### src/rtl/kim_alu_md.sv
// Sequential ALU: single-cycle logic/arith ops plus W-cycle radix-2 unsigned
// multiply (shift-add) and restoring divide, behind a valid/ready handshake.
module kim_alu_md #(
    parameter int ALU_DATA_WIDTH = 32
) (
    input  logic                      clk,
    input  logic                      rst_n,
    input  logic                      in_valid,
    output logic                      in_ready,
    input  logic [ALU_DATA_WIDTH-1:0] a,
    input  logic [ALU_DATA_WIDTH-1:0] b,
    input  logic [3:0]                alu_control,
    output logic                      out_valid,
    input  logic                      out_ready,
    output logic [ALU_DATA_WIDTH-1:0] alu_result,
    output logic                      alu_zero,
    output logic                      alu_illegal
);
    localparam int W  = ALU_DATA_WIDTH;
    localparam int CW = $clog2(W + 1);

    typedef enum logic [1:0] {IDLE, BUSY, DONE} state_t;

    state_t          state_q;
    logic [CW-1:0]   cnt_q;
    logic [1:0]      op_q;      // 00 MULLO, 01 MULHI, 10 DIVU, 11 REMU
    logic [W-1:0]    opnd_q;    // multiplicand / divisor
    logic [W-1:0]    acc_q;     // product high half / partial remainder
    logic [W-1:0]    lo_q;      // multiplier->product low half / dividend->quotient
    logic [W-1:0]    result_q;
    logic            zero_q, illegal_q;

    logic [W-1:0]    acc_d, lo_d, md_res, imm_res;
    logic [W:0]      msum, rshift, rtrial;
    logic            imm_ill, is_md;

    assign is_md = (alu_control[3:2] == 2'b10);

    always_comb begin
        imm_res = '0;
        imm_ill = 1'b0;
        case (alu_control)
            4'b0000: imm_res = a & b;
            4'b0001: imm_res = a | b;
            4'b0010: imm_res = a + b;
            4'b0110: imm_res = a - b;
            4'b0111: imm_res = {{(W-1){1'b0}}, ($signed(a) < $signed(b))};
            4'b1100: imm_res = ~(a | b);
            default: imm_ill = 1'b1;
        endcase
    end

    // One iteration of either shift-add multiply or restoring divide.
    always_comb begin
        msum   = '0;
        rshift = '0;
        rtrial = '0;
        acc_d  = acc_q;
        lo_d   = lo_q;
        if (!op_q[1]) begin
            msum = lo_q[0] ? ({1'b0, acc_q} + {1'b0, opnd_q}) : {1'b0, acc_q};
            {acc_d, lo_d} = {msum, lo_q[W-1:1]};
        end else begin
            rshift = {acc_q, lo_q[W-1]};
            rtrial = rshift - {1'b0, opnd_q};
            if (!rtrial[W]) begin
                acc_d = rtrial[W-1:0];
                lo_d  = {lo_q[W-2:0], 1'b1};
            end else begin
                acc_d = rshift[W-1:0];
                lo_d  = {lo_q[W-2:0], 1'b0};
            end
        end
        md_res = op_q[0] ? acc_d : lo_d;
    end

    always_ff @(posedge clk or negedge rst_n) begin
        if (!rst_n) begin
            state_q   <= IDLE;
            cnt_q     <= '0;
            op_q      <= '0;
            opnd_q    <= '0;
            acc_q     <= '0;
            lo_q      <= '0;
            result_q  <= '0;
            zero_q    <= 1'b0;
            illegal_q <= 1'b0;
        end else begin
            case (state_q)
                IDLE: if (in_valid) begin
                    op_q   <= alu_control[1:0];
                    opnd_q <= b;
                    if (is_md) begin
                        acc_q   <= '0;
                        lo_q    <= a;
                        cnt_q   <= CW'(W);
                        state_q <= BUSY;
                    end else begin
                        result_q  <= imm_res;
                        zero_q    <= (imm_res == '0);
                        illegal_q <= imm_ill;
                        state_q   <= DONE;
                    end
                end
                BUSY: begin
                    acc_q <= acc_d;
                    lo_q  <= lo_d;
                    cnt_q <= cnt_q - 1'b1;
                    if (cnt_q == CW'(1)) begin
                        result_q  <= md_res;
                        zero_q    <= (md_res == '0);
                        illegal_q <= 1'b0;
                        state_q   <= DONE;
                    end
                end
                DONE: if (out_ready) state_q <= IDLE;
                default: state_q <= IDLE;
            endcase
        end
    end

    assign in_ready    = (state_q == IDLE);
    assign out_valid   = (state_q == DONE);
    assign alu_result  = result_q;
    assign alu_zero    = zero_q;
    assign alu_illegal = illegal_q;
endmodule
### config.mk
export PLATFORM = sky130hd
export DESIGN_NAME = kim_alu_md
export DESIGN_NICKNAME = d
export VERILOG_FILES = /design/src/rtl/kim_alu_md.sv
export SDC_FILE = /design/constraint.sdc
export NUM_CORES = 1
export LEC_CHECK = 0
export CAP_MARGIN = 20
export CORE_MARGIN = 3
export CORE_UTILIZATION = 30
export DETAILED_ROUTE_END_ITERATION = 10
export DONT_BUFFER_PORTS = 1
export GPL_ROUTABILITY_DRIVEN = 1
export PLACE_DENSITY_LB_ADDON = 0.3
export SYNTH_ARGS = -nofsm -noshare
export SYNTH_HDL_FRONTEND = slang
export SYNTH_SLANG_ARGS = --single-unit
### constraint.sdc
create_clock -name clk -period 11 [get_ports clk]
set_input_delay 1.1 -clock clk [delete_from_list [all_inputs] [get_ports clk]]
set_output_delay 1.1 -clock clk [all_outputs]
set_load 0.02 [all_outputs]
* After elaboration in Yosys (flattened, before gate mapping)
Cells that the tools add are included.
Storage, ports and cells: input port bits 72, logic and storage cells 76, register bits 140, output and inout port bits 36
Cells by class: add/sub/neg operators 5, bitwise logic cells 3, magnitude comparators 1, mux-type cells 34, reduce and logical (&&, ||, !) cells 10, equality and inequality tests 14
Operators with widths (number):
- $mux 32 | 11
- $pmux 32 s2 | 3
- $pmux 32 s6 | 1
- $logic_not 32->1 | 2
- $add 32x32->33 | 1
- $mux 33 | 1
- $sub 33x32->33 | 1
- $add 32x32->32 | 1
- $and 32x32->32 | 1
- $lt 32x32->1 | 1
- $not 32->32 | 1
- $or 32x32->32 | 1
- $sub 32x32->32 | 1
- $mux 6 | 2
- $pmux 6 s2 | 1
- $eq 4x3->1 const B | 2
- $mux 1 | 8
- $mux 2 | 4
- $eq 6x1->1 const B | 1
- $ne 2x2->1 const B | 3
- $pmux 2 s3 | 1
- $reduce_and 3->1 | 2
- $reduce_or 6->1 | 1
- $sub 6x1->6 const B | 1
- 12 further kinds | 15

* Logic depth before layout (Yosys ltp)
Gate-level depths: netlist of the first run.
word-level depth 7, gate-level depth with buffers 18, mapped depth without buffers 16

* Worst setup path after synthesis of the first run
No wires, ideal clock.
path type input to register, start in a[1], end reg zero_q (netlist: alu_zero), data required time 10.936 ns, buffers on the path 0, stages 14, setup slack 6.879 ns, setup time 0.064 ns, arrival 4.057 ns, cell sequence inv_1 ha_1 o21ba_2 nor4_1 nor2_1 a221o_1 a22o_1 or4b_1 nor4_1 nand3_1 nor4_1 nand4_1 o41ai_1 a21o_1
Between the ends: longest elaborated chain between the ends 7, elaborated cells on any way between the ends 11, classes of those cells 2 x add/sub; 1 x order compare; 4 x mux; 3 x bitwise; 1 x reduce/logical
Ends and longest elaborated chain:
- from (decl) | RTL line 10 | input logic [ALU_DATA_WIDTH-1:0] a,
- branches (longest 2 deep; another with $sub 32x32->32)
- $pmux 32 s6 * | RTL line 42 | case (alu_control)
- $logic_not 32->1 * | RTL line 100 | zero_q <= (imm_res == '0);
- $mux 1 * | RTL line 93 | if (is_md) begin
- $mux 1 * | RTL line 90 | IDLE: if (in_valid) begin
- $pmux 1 s2 * | RTL line 89 | case (state_q)
- to (signal assigned) | RTL line 100
- to (signal assigned) | RTL line 111 | zero_q <= (md_res == '0);
- to (decl) | RTL line 31 | logic zero_q, illegal_q;
Every way passes the cells marked *. The select of a mux whose other input is x is not followed. A chain may end at the register's enable or synchronous reset.

* Worst setup path after layout of the first run
start reg acc_q[12], end reg zero_q (netlist: alu_zero)
Between the ends: longest elaborated chain between the ends 7, elaborated cells on any way between the ends 11, classes of those cells 2 x add/sub; 8 x mux; 1 x reduce/logical
Ends and longest elaborated chain:
- from (decl) | RTL line 28 | logic [W-1:0] acc_q;
- from (signal assigned) | RTL line 83 | acc_q <= '0;
- from (signal assigned) | RTL line 94 | acc_q <= '0;
- from (signal assigned) | RTL line 106 | acc_q <= acc_d;
- $sub 33x32->33 / $add 32x32->33 (equally long branches) | RTL line 65, 61
- $mux 1, or another cell as far along | RTL line 66 | if (!rtrial[W]) begin
- $mux 32 | RTL line 60 | if (!op_q[1]) begin
- $mux 32 * | RTL line 74 | md_res = op_q[0] ? acc_d : lo_d;
- $logic_not 32->1 * | RTL line 111
- $mux 1 * | RTL line 109 | if (cnt_q == CW'(1)) begin
- $pmux 1 s2 * | RTL line 89
Mark *: on every way between the ends. The rest lies on a longest branch, timed or not. The select of a mux whose other input is x is not followed.

==> results of run 1 <==
worst max-delay path, cell delays in order, from the launching register on:
cell	delay, ns
dfrtp_1	0.49
ha_1	0.44
a21o_1	0.21
a21o_1	0.17
a221oi_1	0.66
a21o_1	0.30
a21oi_1	0.09
buf_4	0.23
nor2_2	0.33
buf_4	0.37
mux2_2	0.42
a221oi_1	0.37
nand4_1	0.15
nor4_1	0.54
and4_1	0.29
a21o_1	0.12
worst max-delay path by stage:
stage	to	slack, ns
detailed placement	alu_zero$_DFFE_PN0P_	5.72
global placement	alu_zero$_DFFE_PN0P_	5.73
global route	alu_zero$_DFFE_PN0P_	5.60
CTS	alu_zero$_DFFE_PN0P_	5.84
finish	alu_zero$_DFFE_PN0P_	5.75
floorplan	alu_zero$_DFFE_PN0P_	6.88
through the flow:
stage | worst slack [ns] | power, mW | cells
2_1_floorplan | 6.88 | 3.66 | 2398
3_3_place_gp | 5.73 | 4.65 | 3030
3_5_place_dp | 5.72 | 4.66 | 3032
4_1_cts | 5.84 | 5.31 | 3064
5_1_grt | 5.60 | 5.78 | 3064
6_report | 5.75 | 5.38 | 3065
flip-flops by register name, indices dropped and copies added, names as in the netlist:
signal	flops
alu_zero	1
alu_result	32
cnt_q	6
acc_q	32
op_q	2
alu_illegal	1
state_q	2
opnd_q	32
lo_q	32
report_power, final:
group          internal [mW]  switching, mW
sequential             0.739          0.344
clock                  0.325          0.288
combinational           1.29           2.39
area by class of cell:
| type | count | area share |
|---|---|---|
| Tap cell | 765 | 0.0511 |
| Sequential cell | 140 | 0.188 |
| Timing Repair Buffer | 25 | 0.00969 |
| Inverter | 162 | 0.0325 |
| Clock inverter | 15 | 0.00896 |
| Clock buffer | 17 | 0.0227 |
| Antenna cell | 1 | 0.000134 |
| Multi-Input combinational cell | 1940 | 0.687 |
routing by layer:
layer | global-route usage | vias to the layer above | share of wire
met5 | 0 | - | 0
met4 | 0.0946 | 0 | 0.040
met3 | 0.0393 | 129 | 0.078
met2 | 0.368 | 890 | 0.44
met1 | 0.319 | 9020 | 0.44
li1 | - | 8621 | -
cell usage in the layout, fill, tap and decap left out, types with 12 or more instances in the layout:
cell	count
o21bai_1	19
nand3_1	40
xnor2_1	26
nor2b_1	29
o21a_1	15
a31oi_1	28
o21ai_0	165
a211oi_1	41
inv_1	157
a21o_1	53
nor2_1	175
xor2_1	20
dfrtp_1	137
o211ai_1	31
nand2b_1	19
mux2i_1	54
a221o_1	12
a21oi_1	219
nand4_1	37
a22oi_1	41
buf_4	23
o31ai_1	24
ha_1	174
a22o_1	22
and3_1	15
clkbuf_16	17
nor3_1	56
nand2_1	288
o22ai_1	39
o21ai_1	19
o221ai_1	18
mux2_2	14
or3_1	18
a221oi_1	14
nor4_1	26
kinds of logic (layout without fill, tap and decap cells):
logic type,after synthesis,after routing
xor+xnor,46,46
other cells,0,1
buf+inv,318,219
fa+ha+maj,178,178
simple gates,767,767
flops,140,140
compound gates,879,879
mux,70,70
==> flow_metrics.env, run 1 <==
export IMPL_grt_pass1_vias=17880
export IMPL_synth_most_common_cell="nand2_1"
export IMPL_r2r_end="alu_zero$_DFFE_PN0P_"
export IMPL_cts_max_level=4
export IMPL_period_needed_ns=5.25
export IMPL_skew_ns=0.0179
export IMPL_fin_crit_sh=0.478
export IMPL_worstRegToRegCells=15
export IMPL_root_buffer="clkbuf_16"
export IMPL_clkLatencyLatePin_ns=0.46
export IMPL_grt_pass1_wl_mm=111
export IMPL_postCtsHoldBufs=0
export IMPL_cts_buffer_depth=2
export IMPL_maxSlewHeadroom=0.237
export IMPL_drc=0
export IMPL_async_flop_share=1.00
export IMPL_synthesis_area_um2=17600
export IMPL_vias=18660
export IMPL_yosys_most_used_dff="dfrtp_1"
export IMPL_io_buffers=0
export IMPL_synth_largest_area_cell="dfrtp_1"
export IMPL_synth_mux_area_frac=0.0419
export IMPL_grtUsageTotal=0.234
export IMPL_synth_fa_ha_area_frac=0.129
export IMPL_via_per_inst=6.09
export IMPL_power_leakage_nw=8.13
export IMPL_grt_antenna_before_repair=2
export IMPL_tritoncts="done"
export IMPL_cts_sinks=140
export IMPL_cap_violations=0
export IMPL_synth_area_leaders="dfrtp_1, ha_1, a21oi_1"
export IMPL_critPathKind="register to register"
export IMPL_netlist_top_cells_count="nand2_1, a21oi_1, nor2_1"
export IMPL_syn_inst=2398
export IMPL_synth_xor_xnor_area_share=0.0230
export IMPL_die_h_um=248
export IMPL_fin_nets=2536
export IMPL_critical_path_required_ns=11.39
export IMPL_drive_above_1_share=0.0531
export IMPL_synth_edff_count=0
export IMPL_num_rows=88
export IMPL_cts_resized=0
export IMPL_initial_core_util=0.304
export IMPL_placed_area_um2=18100
export IMPL_ys_seq_elements=140
export IMPL_cp_start_kind="register"
export IMPL_fill_cells=6197
export IMPL_postRouteWirelength_mm=73.5
export IMPL_place_gp_congestion=0.978
export IMPL_cp_arrival_ns=5.64
export IMPL_drt_wirelength_per_cell_um=24.0
export IMPL_cts_clk_slew_worst_paths_ns=0.07
export IMPL_first_iter_violations=2034
export IMPL_synth_net_count=2648
export IMPL_ys_warn_count=0
export IMPL_multiInputGateArea_um2=12900
export IMPL_crit_path_end_kind="register"
export IMPL_core_area_um2=57800
export IMPL_grt_start_max_net_pins=141
export IMPL_dpl_hpwl_mm=55.4
export IMPL_yosysTopAreaCellShare=0.200
export IMPL_finalSetupViolCount=0
export IMPL_ir_worst_vdd_uv=130
export IMPL_syn_to_final_growth_pct=6.62
export IMPL_dieArea_um2=61500
export IMPL_numCtsBuffers=17
export IMPL_yosysSeqAreaShare=0.200
export IMPL_hold_violations=0
export IMPL_cts_setup_buffers=0
export IMPL_fmax_mhz=190
export IMPL_reg2reg_from="acc_q[12]$_DFFE_PN0P_"
export IMPL_die_w_um=248
export IMPL_synth_avg_cell_area_um2=7.32
export IMPL_tns_ns=0
export IMPL_tightest_slew_ns=1.12
export IMPL_rsz0062_at_grt="false"
export IMPL_reg2reg_slack_ns=5.75
export IMPL_final_core_util=0.324
export IMPL_synth_compound_area_frac=0.332
export IMPL_ioPinCount=108
export IMPL_timing_hold_ws_ns=0.350
export IMPL_holdCritPathClass="primary input to asynchronous set/reset pin"
export IMPL_p_per_area_nw_per_um2=288
export IMPL_yosys_area_share_simple=0.205
export IMPL_seqCellArea_um2=3510
export IMPL_drtPass1Iterations=6
export IMPL_drtAntennaViolNets=0
export IMPL_status="completed"
export IMPL_worstPathMaxFanout=16
export IMPL_final_cell_area_um2=18700
export IMPL_cp_startpoint="acc_q[12]$_DFFE_PN0P_"
export IMPL_grt_ovfl_total=0
export IMPL_yosysUniqueCellTypes=94
export IMPL_synth_top_family_by_area="compound AO/OA/AOI/OAI gates"
export IMPL_maxSlewViolCount=0
(Power assumes the default switching activity.)
==> run 2: changes to the inputs <==
==> constraint.sdc (replaced) <==
create_clock -name clk -period 5.4 [get_ports clk]
set_input_delay 0.54 -clock clk [delete_from_list [all_inputs] [get_ports clk]]
set_output_delay 0.54 -clock clk [all_outputs]
set_load 0.02 [all_outputs]
==> flow_metrics.env, run 2 (synthesis gave the netlist of run 1 again) <==
export IMPL_status="completed"
export IMPL_maxSlewViolCount=0
export IMPL_rsz0062_at_grt="false"
export IMPL_cp_start_kind="register"
export IMPL_drtPass1Iterations=6
export IMPL_slowest_stage="a221oi_2"
export IMPL_place_gp_congestion=0.998
export IMPL_drc=0
export IMPL_drt_wirelength_per_cell_um=24.0
export IMPL_antenna_cells=0
export IMPL_cp_arrival_ns=5.23
export IMPL_grt_ovfl_total=0
export IMPL_cts_buffer_depth=2
export IMPL_critPathKind="register to register"
export IMPL_skew_ns=0.0126
export IMPL_grt_antenna_before_repair=3
export IMPL_cp_startpoint="acc_q[16]$_DFFE_PN0P_"
export IMPL_postRouteWirelength_mm=73.7
export IMPL_cts_resized=0
export IMPL_vias=18861
export IMPL_initial_core_util=0.304
export IMPL_drtAntennaViolNets=0
export IMPL_dpl_hpwl_mm=56.5
export IMPL_finalSetupViolCount=0
export IMPL_tightest_slew_ns=1.01
export IMPL_die_w_um=248
export IMPL_cts_setup_buffers=0
export IMPL_cts_sinks=140
export IMPL_tns_ns=0
export IMPL_path_cells="ha_1 -> a21oi_2 -> o21bai_4 -> a211o_1 -> a221oi_2 -> nand3_2 -> nand2_2 -> o21ai_1 -> a221oi_1 -> nand4_1 -> nor4_1 -> and4_1 -> a21o_1"
export IMPL_period_needed_ns=4.85
export IMPL_num_rows=88
export IMPL_cap_violations=0
export IMPL_io_buffers=0
export IMPL_ir_worst_vdd_uv=271
export IMPL_die_h_um=248
export IMPL_grtUsageTotal=0.234
export IMPL_fin_cells=3076
export IMPL_dieArea_um2=61500
export IMPL_syn_to_final_growth_pct=7.08
export IMPL_mostFrequentLayoutCell="nand2_1"
export IMPL_fin_crit_sh=0.898
export IMPL_root_buffer="clkbuf_16"
export IMPL_fill_cells=6253
export IMPL_crit_family="compound AO/OA/AOI/OAI gates"
export IMPL_maxSlewHeadroom=0.314
export IMPL_r2r_end="alu_zero$_DFFE_PN0P_"
export IMPL_p_per_area_nw_per_um2=588
export IMPL_cts_clk_slew_worst_paths_ns=0.07
export IMPL_grt_pass1_wl_mm=110
export IMPL_worstPathMaxFanout=20
export IMPL_cts_max_level=4
export IMPL_first_iter_violations=1956
export IMPL_core_area_um2=57800
export IMPL_crit_path_end_kind="register"
export IMPL_via_per_inst=6.13
export IMPL_reg2reg_slack_ns=0.55
export IMPL_clkLatencyLatePin_ns=0.45
export IMPL_reg2reg_from="acc_q[16]$_DFFE_PN0P_"
export IMPL_hold_violations=0
export IMPL_total_power_mw=11.1
export IMPL_tritoncts="done"
export IMPL_critPathMaxStageDelay_ns=0.62
export IMPL_fmax_mhz=206
export IMPL_crit_buf_inv=0
export IMPL_grt_start_max_net_pins=141
export IMPL_worstRegToRegCells=13
export IMPL_critical_path_required_ns=5.79
export IMPL_power_leakage_nw=8.19
export IMPL_ioPinCount=108
export IMPL_grt_pass1_vias=17936
export IMPL_holdCritPathClass="primary input to asynchronous set/reset pin"
export IMPL_numCtsBuffers=17
export IMPL_drive_above_1_share=0.0576
export IMPL_layout_common_cells="nand2_1, a21oi_1, nor2_1"
export IMPL_fin_nets=2548
export IMPL_dp_cells=3043
==> run 2: cell type report <==
class / count / area (um^2) / share of cell area
timing repair buffer: 37 / 294 / 0.0156
inverter: 162 / 608 / 0.0323
tap: 765 / 957 / 0.0509
multi-input combinational: 1940 / 12900 / 0.684
clock inverter: 15 / 145 / 0.00772
sequential: 140 / 3510 / 0.187
clock buffer: 17 / 425 / 0.0226
==> run 2: per-stage QoR <==
stage               cell area, um^2  utilization  setup WS, ns  hold WS, ns
finish                        18800        0.325         0.553       0.0862
CTS                           18800        0.325         0.646        0.134
detailed placement            18200        0.315         0.444        0.262
global placement              18200        0.315         0.561        0.262
global route                  18800        0.325         0.346        0.160
floorplan                     17600            -          1.84        0.244
==> run 2: how the worst max path moves through the flow <==
| stage | to | depth (start not counted) |
|---|---|---|
| 6_report | alu_zero$_DFFE_PN0P_ | 13 |
| 5_1_grt | alu_zero$_DFFE_PN0P_ | 17 |
| 4_1_cts | alu_zero$_DFFE_PN0P_ | 17 |
| 3_5_place_dp | alu_zero$_DFFE_PN0P_ | 15 |
| 3_3_place_gp | alu_zero$_DFFE_PN0P_ | 15 |
| 2_1_floorplan | alu_zero$_DFFE_PN0P_ | 14 |
==> run 2: worst register-to-register path, delay by kind of cell (launching register included) <==
family	cells	cell delay, ns
compound gates	7	2.06
flops	1	0.45
simple gates	5	1.89
fa+ha+maj	1	0.39
==> run 2: per-layer routing <==
metal	track usage	vias to the layer above	share of wire	wire (um)
li1	-	8649	-	-
met1	0.313	9269	0.43	31800
met2	0.381	822	0.46	33800
met3	0.0413	117	0.078	5760
met4	0.0774	4	0.031	2270
met5	0	-	0.00037	27
==> run 2: what timing repair did <==
item,CTS,global route
hold buffers,1,0
endpoints found under the setup margin,0,0
endpoints found under the hold margin,140,0
==> run 2: where the power goes <==
part / switching (mW) / internal, mW / total (mW)
combinational: 4.97 / 2.70 / 7.67
sequential: 0.686 / 1.50 / 2.19
clock: 0.579 / 0.614 / 1.19
